--- src/rtl/time_counter_gen_if.sv ---
//------------------------------------------------------------------------------
// time_counter_gen_if : control/time bus between the tick/set logic and the
//                       time-of-day counter.
// Revision: 1.0
//------------------------------------------------------------------------------
`default_nettype none

interface time_counter_gen_if;
  logic        CE;
  logic        SETH;
  logic        SETM;
  logic        DOWN;
  logic        SCLR;
  logic        LOAD;
  logic [23:0] LOAD_TIME;
  logic        MODE12;
  logic [31:0] TIME;
  logic        PM;
  logic        DAYUP;

  modport master (
    output CE, SETH, SETM, DOWN, SCLR, LOAD, LOAD_TIME, MODE12,
    input  TIME, PM, DAYUP
  );

  modport slave (
    input  CE, SETH, SETM, DOWN, SCLR, LOAD, LOAD_TIME, MODE12,
    output TIME, PM, DAYUP
  );
endinterface

`default_nettype wire

--- src/rtl/time_counter_gen.sv ---
//------------------------------------------------------------------------------
// time_counter_gen : cascaded BCD hh:mm:ss:uu time-of-day counter with set
//                    stepping, load, 12-hour view and day-rollover pulse.
//                    Optional macro SET_ACCEL_EN enables set-step acceleration.
// Revision: 1.0
//------------------------------------------------------------------------------
`default_nettype none

module time_counter_gen #(
  parameter int FRAC_MOD = 100,
  parameter int SET_HOLD = 4
) (
  input wire logic           CLK,
  input wire logic           RST,
  time_counter_gen_if.slave  tcg
);

  localparam logic [7:0] c_uu_max = (FRAC_MOD == 10) ? 8'h09 : 8'h99;
  localparam logic [7:0] c_ms_max = 8'h59;
  localparam logic [7:0] c_hh_max = 8'h23;

  if (!(FRAC_MOD == 10 || FRAC_MOD == 100) || SET_HOLD < 1) begin : g_param_err
    $error("time_counter_gen: illegal FRAC_MOD or SET_HOLD");
  end

  function automatic logic [7:0] bcd_inc(input logic [7:0] v, input logic [7:0] vmax);
    if (v == vmax)          return 8'h00;
    else if (v[3:0] == 4'h9) return {v[7:4] + 4'h1, 4'h0};
    else                    return v + 8'h01;
  endfunction

  function automatic logic [7:0] bcd_dec(input logic [7:0] v, input logic [7:0] vmax);
    if (v == 8'h00)          return vmax;
    else if (v[3:0] == 4'h0) return {v[7:4] - 4'h1, 4'h9};
    else                     return v - 8'h01;
  endfunction

  function automatic logic [7:0] bcd_valid(input logic [7:0] v, input logic [7:0] vmax);
    if (v[7:4] > 4'h9 || v[3:0] > 4'h9 || v > vmax) return 8'h00;
    else                                            return v;
  endfunction

  logic [7:0] r_uu, r_ss, r_mm, r_hh;
  logic       r_dayup;
  logic [7:0] w_uu_n, w_ss_n, w_mm_n, w_hh_n;
  logic       w_ces, w_cem, w_ceh;
  logic       w_set, w_step_tick, w_step, w_dayup_n;

  assign w_ces = tcg.CE && (r_uu == c_uu_max);
  assign w_cem = w_ces && (r_ss == c_ms_max);
  assign w_ceh = w_cem && (r_mm == c_ms_max);
  assign w_set = tcg.SETH || tcg.SETM;

`ifdef SET_ACCEL_EN
  localparam int REP_W = $clog2(SET_HOLD + 1);
  logic [REP_W-1:0] r_rep;
  logic             w_fast;
  logic             w_fast_tick;

  assign w_fast      = (r_rep == REP_W'(SET_HOLD));
  // 10x speed: one step per tenth of a second
  assign w_fast_tick = (FRAC_MOD == 100) ? (tcg.CE && (r_uu[3:0] == 4'h9)) : tcg.CE;
  assign w_step_tick = w_fast ? w_fast_tick : w_ces;

  always_ff @(posedge CLK or posedge RST) begin
    if (RST)                          r_rep <= '0;
    else if (tcg.LOAD || !w_set)      r_rep <= '0;
    else if (w_step && !w_fast)       r_rep <= r_rep + 1'b1;
  end
`else
  assign w_step_tick = w_ces;
`endif

  assign w_step = w_step_tick && w_set;

  always_comb begin
    w_uu_n    = r_uu;
    w_ss_n    = r_ss;
    w_mm_n    = r_mm;
    w_hh_n    = r_hh;
    w_dayup_n = 1'b0;
    if (tcg.LOAD) begin
      w_uu_n = 8'h00;
      w_ss_n = bcd_valid(tcg.LOAD_TIME[7:0],   c_ms_max);
      w_mm_n = bcd_valid(tcg.LOAD_TIME[15:8],  c_ms_max);
      w_hh_n = bcd_valid(tcg.LOAD_TIME[23:16], c_hh_max);
    end else if (tcg.SCLR) begin
      w_uu_n = 8'h00;
      w_ss_n = 8'h00;
    end else begin
      if (tcg.CE) w_uu_n = bcd_inc(r_uu, c_uu_max);
      if (w_ces)  w_ss_n = bcd_inc(r_ss, c_ms_max);
      // a held set line replaces the natural carry into its field and above
      if (tcg.SETM) begin
        if (w_step) w_mm_n = tcg.DOWN ? bcd_dec(r_mm, c_ms_max) : bcd_inc(r_mm, c_ms_max);
      end else if (w_cem) begin
        w_mm_n = bcd_inc(r_mm, c_ms_max);
      end
      if (tcg.SETH) begin
        if (w_step) w_hh_n = tcg.DOWN ? bcd_dec(r_hh, c_hh_max) : bcd_inc(r_hh, c_hh_max);
      end else if (w_ceh && !tcg.SETM) begin
        w_hh_n    = bcd_inc(r_hh, c_hh_max);
        w_dayup_n = (r_hh == c_hh_max);
      end
    end
  end

  always_ff @(posedge CLK or posedge RST) begin
    if (RST) begin
      r_uu    <= 8'h00;
      r_ss    <= 8'h00;
      r_mm    <= 8'h00;
      r_hh    <= 8'h00;
      r_dayup <= 1'b0;
    end else begin
      r_uu    <= w_uu_n;
      r_ss    <= w_ss_n;
      r_mm    <= w_mm_n;
      r_hh    <= w_hh_n;
      r_dayup <= w_dayup_n;
    end
  end

  logic [4:0] w_hbin, w_h12bin;
  logic [7:0] w_h12, w_hdisp;

  always_comb begin
    w_hbin   = 5'(r_hh[7:4]) * 5'd10 + 5'(r_hh[3:0]);
    w_h12bin = w_hbin - 5'd12;
    w_h12    = (w_h12bin >= 5'd10) ? {4'h1, 4'(w_h12bin - 5'd10)} : {4'h0, w_h12bin[3:0]};
    w_hdisp  = r_hh;
    if (tcg.MODE12) begin
      if (r_hh == 8'h00 || r_hh == 8'h12) w_hdisp = 8'h12;
      else if (r_hh > 8'h12)              w_hdisp = w_h12;
    end
  end

  assign tcg.TIME  = {w_hdisp, r_mm, r_ss, r_uu};
  assign tcg.PM    = (r_hh >= 8'h12);
  assign tcg.DAYUP = r_dayup;

endmodule

`default_nettype wire

--- src/flat_wrapper.sv ---
// flat-port wrapper written by rule: the top's interface ports become plain ports
module time_counter_gen_flat 
#(
  parameter int FRAC_MOD = 100,
  parameter int SET_HOLD = 4
)
  (CLK, RST, tcg_CE, tcg_SETH, tcg_SETM, tcg_DOWN, tcg_SCLR, tcg_LOAD, tcg_LOAD_TIME, tcg_MODE12, tcg_TIME, tcg_PM, tcg_DAYUP);
  time_counter_gen_if tcg_i ();
  input wire logic CLK;
  input wire logic RST;
  input wire logic [$bits(tcg_i.CE)-1:0] tcg_CE;
  input wire logic [$bits(tcg_i.SETH)-1:0] tcg_SETH;
  input wire logic [$bits(tcg_i.SETM)-1:0] tcg_SETM;
  input wire logic [$bits(tcg_i.DOWN)-1:0] tcg_DOWN;
  input wire logic [$bits(tcg_i.SCLR)-1:0] tcg_SCLR;
  input wire logic [$bits(tcg_i.LOAD)-1:0] tcg_LOAD;
  input wire logic [$bits(tcg_i.LOAD_TIME)-1:0] tcg_LOAD_TIME;
  input wire logic [$bits(tcg_i.MODE12)-1:0] tcg_MODE12;
  output wire logic [$bits(tcg_i.TIME)-1:0] tcg_TIME;
  output wire logic [$bits(tcg_i.PM)-1:0] tcg_PM;
  output wire logic [$bits(tcg_i.DAYUP)-1:0] tcg_DAYUP;
  assign tcg_i.CE = tcg_CE;
  assign tcg_i.SETH = tcg_SETH;
  assign tcg_i.SETM = tcg_SETM;
  assign tcg_i.DOWN = tcg_DOWN;
  assign tcg_i.SCLR = tcg_SCLR;
  assign tcg_i.LOAD = tcg_LOAD;
  assign tcg_i.LOAD_TIME = tcg_LOAD_TIME;
  assign tcg_i.MODE12 = tcg_MODE12;
  assign tcg_TIME = tcg_i.TIME;
  assign tcg_PM = tcg_i.PM;
  assign tcg_DAYUP = tcg_i.DAYUP;
  time_counter_gen #(.FRAC_MOD(FRAC_MOD), .SET_HOLD(SET_HOLD)) u_core (.CLK(CLK), .RST(RST), .tcg(tcg_i));
endmodule
--- config.mk ---
export PLATFORM = sky130hd
export DESIGN_NAME = time_counter_gen_flat
export DESIGN_NICKNAME = d
export VERILOG_FILES = /design/src/rtl/time_counter_gen_if.sv /design/src/rtl/time_counter_gen.sv /design/src/flat_wrapper.sv
export SDC_FILE = /design/constraint.sdc
export NUM_CORES = 1
export LEC_CHECK = 0
export CAP_MARGIN = 10
export CORE_UTILIZATION = 54
export CTS_BUF_LIST = sky130_fd_sc_hd__clkbuf_2 sky130_fd_sc_hd__clkbuf_4 sky130_fd_sc_hd__clkbuf_8
export CTS_CLUSTER_SIZE = 40
export DETAILED_ROUTE_END_ITERATION = 10
export PLACE_DENSITY = 0.93
export SYNTH_ARGS = -nofsm -noshare
export SYNTH_HDL_FRONTEND = slang
export SYNTH_SLANG_ARGS = --single-unit
--- constraint.sdc ---
create_clock -name CLK -period 3.8 [get_ports CLK]
set_input_delay 0.57 -clock CLK [delete_from_list [all_inputs] [get_ports CLK]]
set_output_delay 0.57 -clock CLK [all_outputs]
set_load 0.02 [all_outputs]
==> results.md, run 1 <==
- Drt initial violations: roughly 300
- Max incr delay on CP: between 0.4 and 0.5 ns
- Top cells by area, synth: dfrtp_1 24%, ha_1 11%, o21ai_0 5.4%, a21oi_1 4.0%, nor2_1 4.0%
- Fillcell total: 467
- IO Port Bufs: 66
- Int Power: 0.0006968 W
- Worst Setup Path Type: flip-flop to output pin
- Avg Inst Size Synth: around 8.0 sq um
- Number of flops mapped to enable cells by yosys: 0
- DPL Wire Length: 7.232 mm
- Normalized max-slew margin: between 40% and 50%
- Worst-margin pin slew: 0.7928 ns
- Largest net degree at the start of global routing: 34
- Leak pwr: around 1.8 nW
- CP Max Fanout: 3
- H-tree depth: 2
- Post-synthesis sequential area ratio: 24.17%
- Worst Hold Class: flip-flop to flip-flop
- Peak supply drop: between 0.0002 and 0.00025 V
- Post-Syn Nets: around 500
- Area growth, synth to finish: 24.68%
- Crit end category: output pin
- Final Critical Period: roughly 3.6 ns
- DR vias: between 3k and 4k
- Fmax: approximately 280 MHz
- GRT Util Overall: between 20% and 30%
- Setup bufs post-CTS: 0
- Max-Cap Viols: 0
- Netlist Area Pre-Place: between 0.003 and 0.004 sq mm
- Final ANT Viol Nets: 0
- CP cell instances: ha_1, ha_1, fa_1, xor2_1, xnor2_1, o21ai_1, xnor2_1, a221o_1, dlygate4sd2_1
- Pwr/cell area: between 200 and 300 mW/mm^2
- Total power: 0.001112 W
- CTS tree: yes
- Nets: 560
- Leading cell type in the layout, fill and taps excluded: clkdlybuf4s50_1
- Clock transition at path regs: ~0.08 ns
- Warnings from Yosys: 0
- Vias per cell: 6.403
- 1st-pass router iterations: 7
- Fraction of registers with async set/reset: 100.0%
- # hold bufs at CTS: 0
- Sw power: 0.0004157 W
- Period utilisation layout: a little over nine tenths
- Sink Count: 33
- Total gr overflow: 0
- Root buffer cell: clkbuf_8
- Combinational share of power: 40.1%
- Final count of pins violating max slew: 0
- Global-route wire length before repair: about 15 mm
- Hold Violations, Final: 0
- Predominant post-synthesis flop cell: dfrtp_1
- Worst-case clock buffer depth: 2
- Mean routed wirelength per cell: roughly 16 um
- Die area: 0.006650 sq mm
- Sequential share of power: 36.4%
- Die H: 81.55 um
- GPL Wtd Cong: about 1
- Run status: completed
- Setup-failing EPs final: 0
- Worst path buffer plus inverter count: 1
- Vias in the first global route: around 3.4k
- Later-pin clock latency in the skew report: 0.28 ns
- Clock power share: approximately a quarter
- Synth area leader: dfrtp_1
- Post-route setup TNS: 0 ns
- Gate Count Post-Synth: approximately 430
- WP data arrival: between 3 and 4 ns
- Startpoint types: flip-flop
- CP max-delay cell: fa_1
- Antenna violations before repair: 0
- Most frequent cells in the layout: 64 x clkdlybuf4s50_1, 36 x o21ai_0, 36 x nor2_1
- Initial cell density of the core: 56.71%
- Worst Clk Skew: ~0.010 ns
- Yosys top cell area share: roughly 24%
- Sw frac: between 30% and 40%
- Synth Register Bits: 33
- Delay-heaviest family, CP: adder cells
- Width of the die: 81.55 um
- Rows: 28
- Cts bufs inserted: 5
- RSZ-0062 raised after global routing: false
- Share of post-route cells with drive strength above 1: 8.266%
- # IOs: 67
- CORE AREA: approximately 0.006 sq mm
- Cell variety after synth: 76
- Worst Path Required: 3.23 ns
- Total Wirelength: 9.399 mm
- # DRC: 0
- Diode count: 0
power by group through the flow:
| stage | Sequential (W) | Combinational, W | Clock, W |
|---|---|---|---|
| CTS | 0.000404 | 0.000440 | 0.000267 |
| global placement | 0.000409 | 0.000426 | 0 |
| floorplan | 0.000417 | 0.000269 | 0 |
| global route | 0.000408 | 0.000486 | 0.000286 |
| finish | 0.000405 | 0.000446 | 0.000261 |
| detailed placement | 0.000411 | 0.000440 | 0 |
worst register-to-register path, stage by stage, from the launching register on:
cell      delay [ns]
dfrtp_1         0.46
inv_1           0.13
ha_1            0.26
and4bb_1        0.28
nand3_1         0.16
o41ai_4         0.47
a21o_1          0.44
mux2_4          0.34
cell type report:
type,count,area [sq um],area share (%)
multi-input combinational,346,2394,56.18
sequential,33,825.8,19.38
timing repair buffer,77,740.7,17.39
inverter,32,120.1,2.819
tap,75,93.84,2.203
clock buffer,5,68.82,1.615
clock inverter,3,17.52,0.4112
cell usage after synthesis (3+ instances only):
cell / n
a211oi_1: 3
a21oi_1: 27
a22o_1: 5
a22oi_1: 5
a31o_2: 3
a31oi_1: 7
a32oi_1: 3
and2_1: 4
and3_1: 6
buf_2: 5
clkbuf_1: 12
dfrtp_1: 33
ha_1: 31
inv_1: 32
mux2_2: 4
mux2i_1: 5
nand2_1: 30
nand2b_1: 5
nand3_1: 18
nand3b_1: 5
nand4_1: 8
nor2_1: 36
nor2b_1: 7
nor3_1: 14
nor3b_1: 5
o211ai_1: 3
o21ai_0: 37
o21bai_1: 4
o221ai_1: 3
o22ai_1: 3
o31a_1: 3
o41ai_1: 3
or3_1: 4
xnor2_1: 4
cell families after synthesis:
family / Yosys count / synth area share, %
fa+ha+maj: 32 / 11.94
buf+inv: 50 / 5.785
compound gates: 139 / 28.38
mux: 10 / 3.222
flops: 33 / 24.17
xor+xnor: 7 / 2.197
simple gates: 158 / 24.31
flip-flops by register name, summed over array words and instances, names as in the netlist:
signal            count
u_core.r_hh           8
u_core.r_mm           8
u_core.r_ss           8
u_core.r_uu           8
u_core.tcg.DAYUP      1
worst paths after layout:
kind	from	to	slack, ns	cells past startpoint
worst max-delay path	u_core.r_hh[4]	tcg_TIME[25]	0.20	9
worst min-delay path	u_core.r_ss[7]	u_core.r_ss[7]	0.58	1
worst max register to register	u_core.r_mm[1]	u_core.r_hh[3]	1.15	7
worst min register to register	u_core.r_ss[7]	u_core.r_ss[7]	0.58	1
max in group asynchronous	RST	u_core.r_hh[1]	2.80	3
min in group asynchronous	RST	u_core.r_mm[4]	0.68	3
routing by layer:
layer	routed length (um)	vias to the layer above	global-route usage, %
met3	748	22	5.667
met4	127	0	8.393
met5	0	-	0
met2	4525	190	49.42
li1	-	1723	-
met1	3997	1721	38.10
through the flow:
step,area [sq um],hold WS [ns],instances,util (%),setup slack (ns)
final,4260,0.5764,571,70.70,0.1997
after global routing,4260,0.6222,571,70.70,0.02994
after CTS,4260,0.5707,571,70.70,0.1961
after detailed placement,4177,0.5516,563,69.31,0.1134
after global placement,4177,0.5399,563,69.31,0.2186
after floorplan,3417,0.5531,429,-,0.5388
repair_timing:
action / 4_1_cts / 5_1_grt
resized for setup: 3 / 0
hold endpoints to repair: 0 / 0
setup endpoints to repair: 2 / 0
Note: power is estimated with default switching activity, not from simulation.
==> run 2, diff against run 1 <==
--- a/config.mk
+++ b/config.mk
@@ -5,9 +5,10 @@
 export SDC_FILE = /design/constraint.sdc
 export NUM_CORES = 1
 export LEC_CHECK = 0
-export CAP_MARGIN = 10
+export CAP_MARGIN = 25
 export CORE_UTILIZATION = 54
 export CTS_BUF_LIST = sky130_fd_sc_hd__clkbuf_2 sky130_fd_sc_hd__clkbuf_4 sky130_fd_sc_hd__clkbuf_8
+export CTS_CLUSTER_DIAMETER = 120
 export CTS_CLUSTER_SIZE = 40
 export DETAILED_ROUTE_END_ITERATION = 10
 export PLACE_DENSITY = 0.93
==> results of run 2 <==
Same layout as run 1: the final DEF is identical, and so are final timing and power.
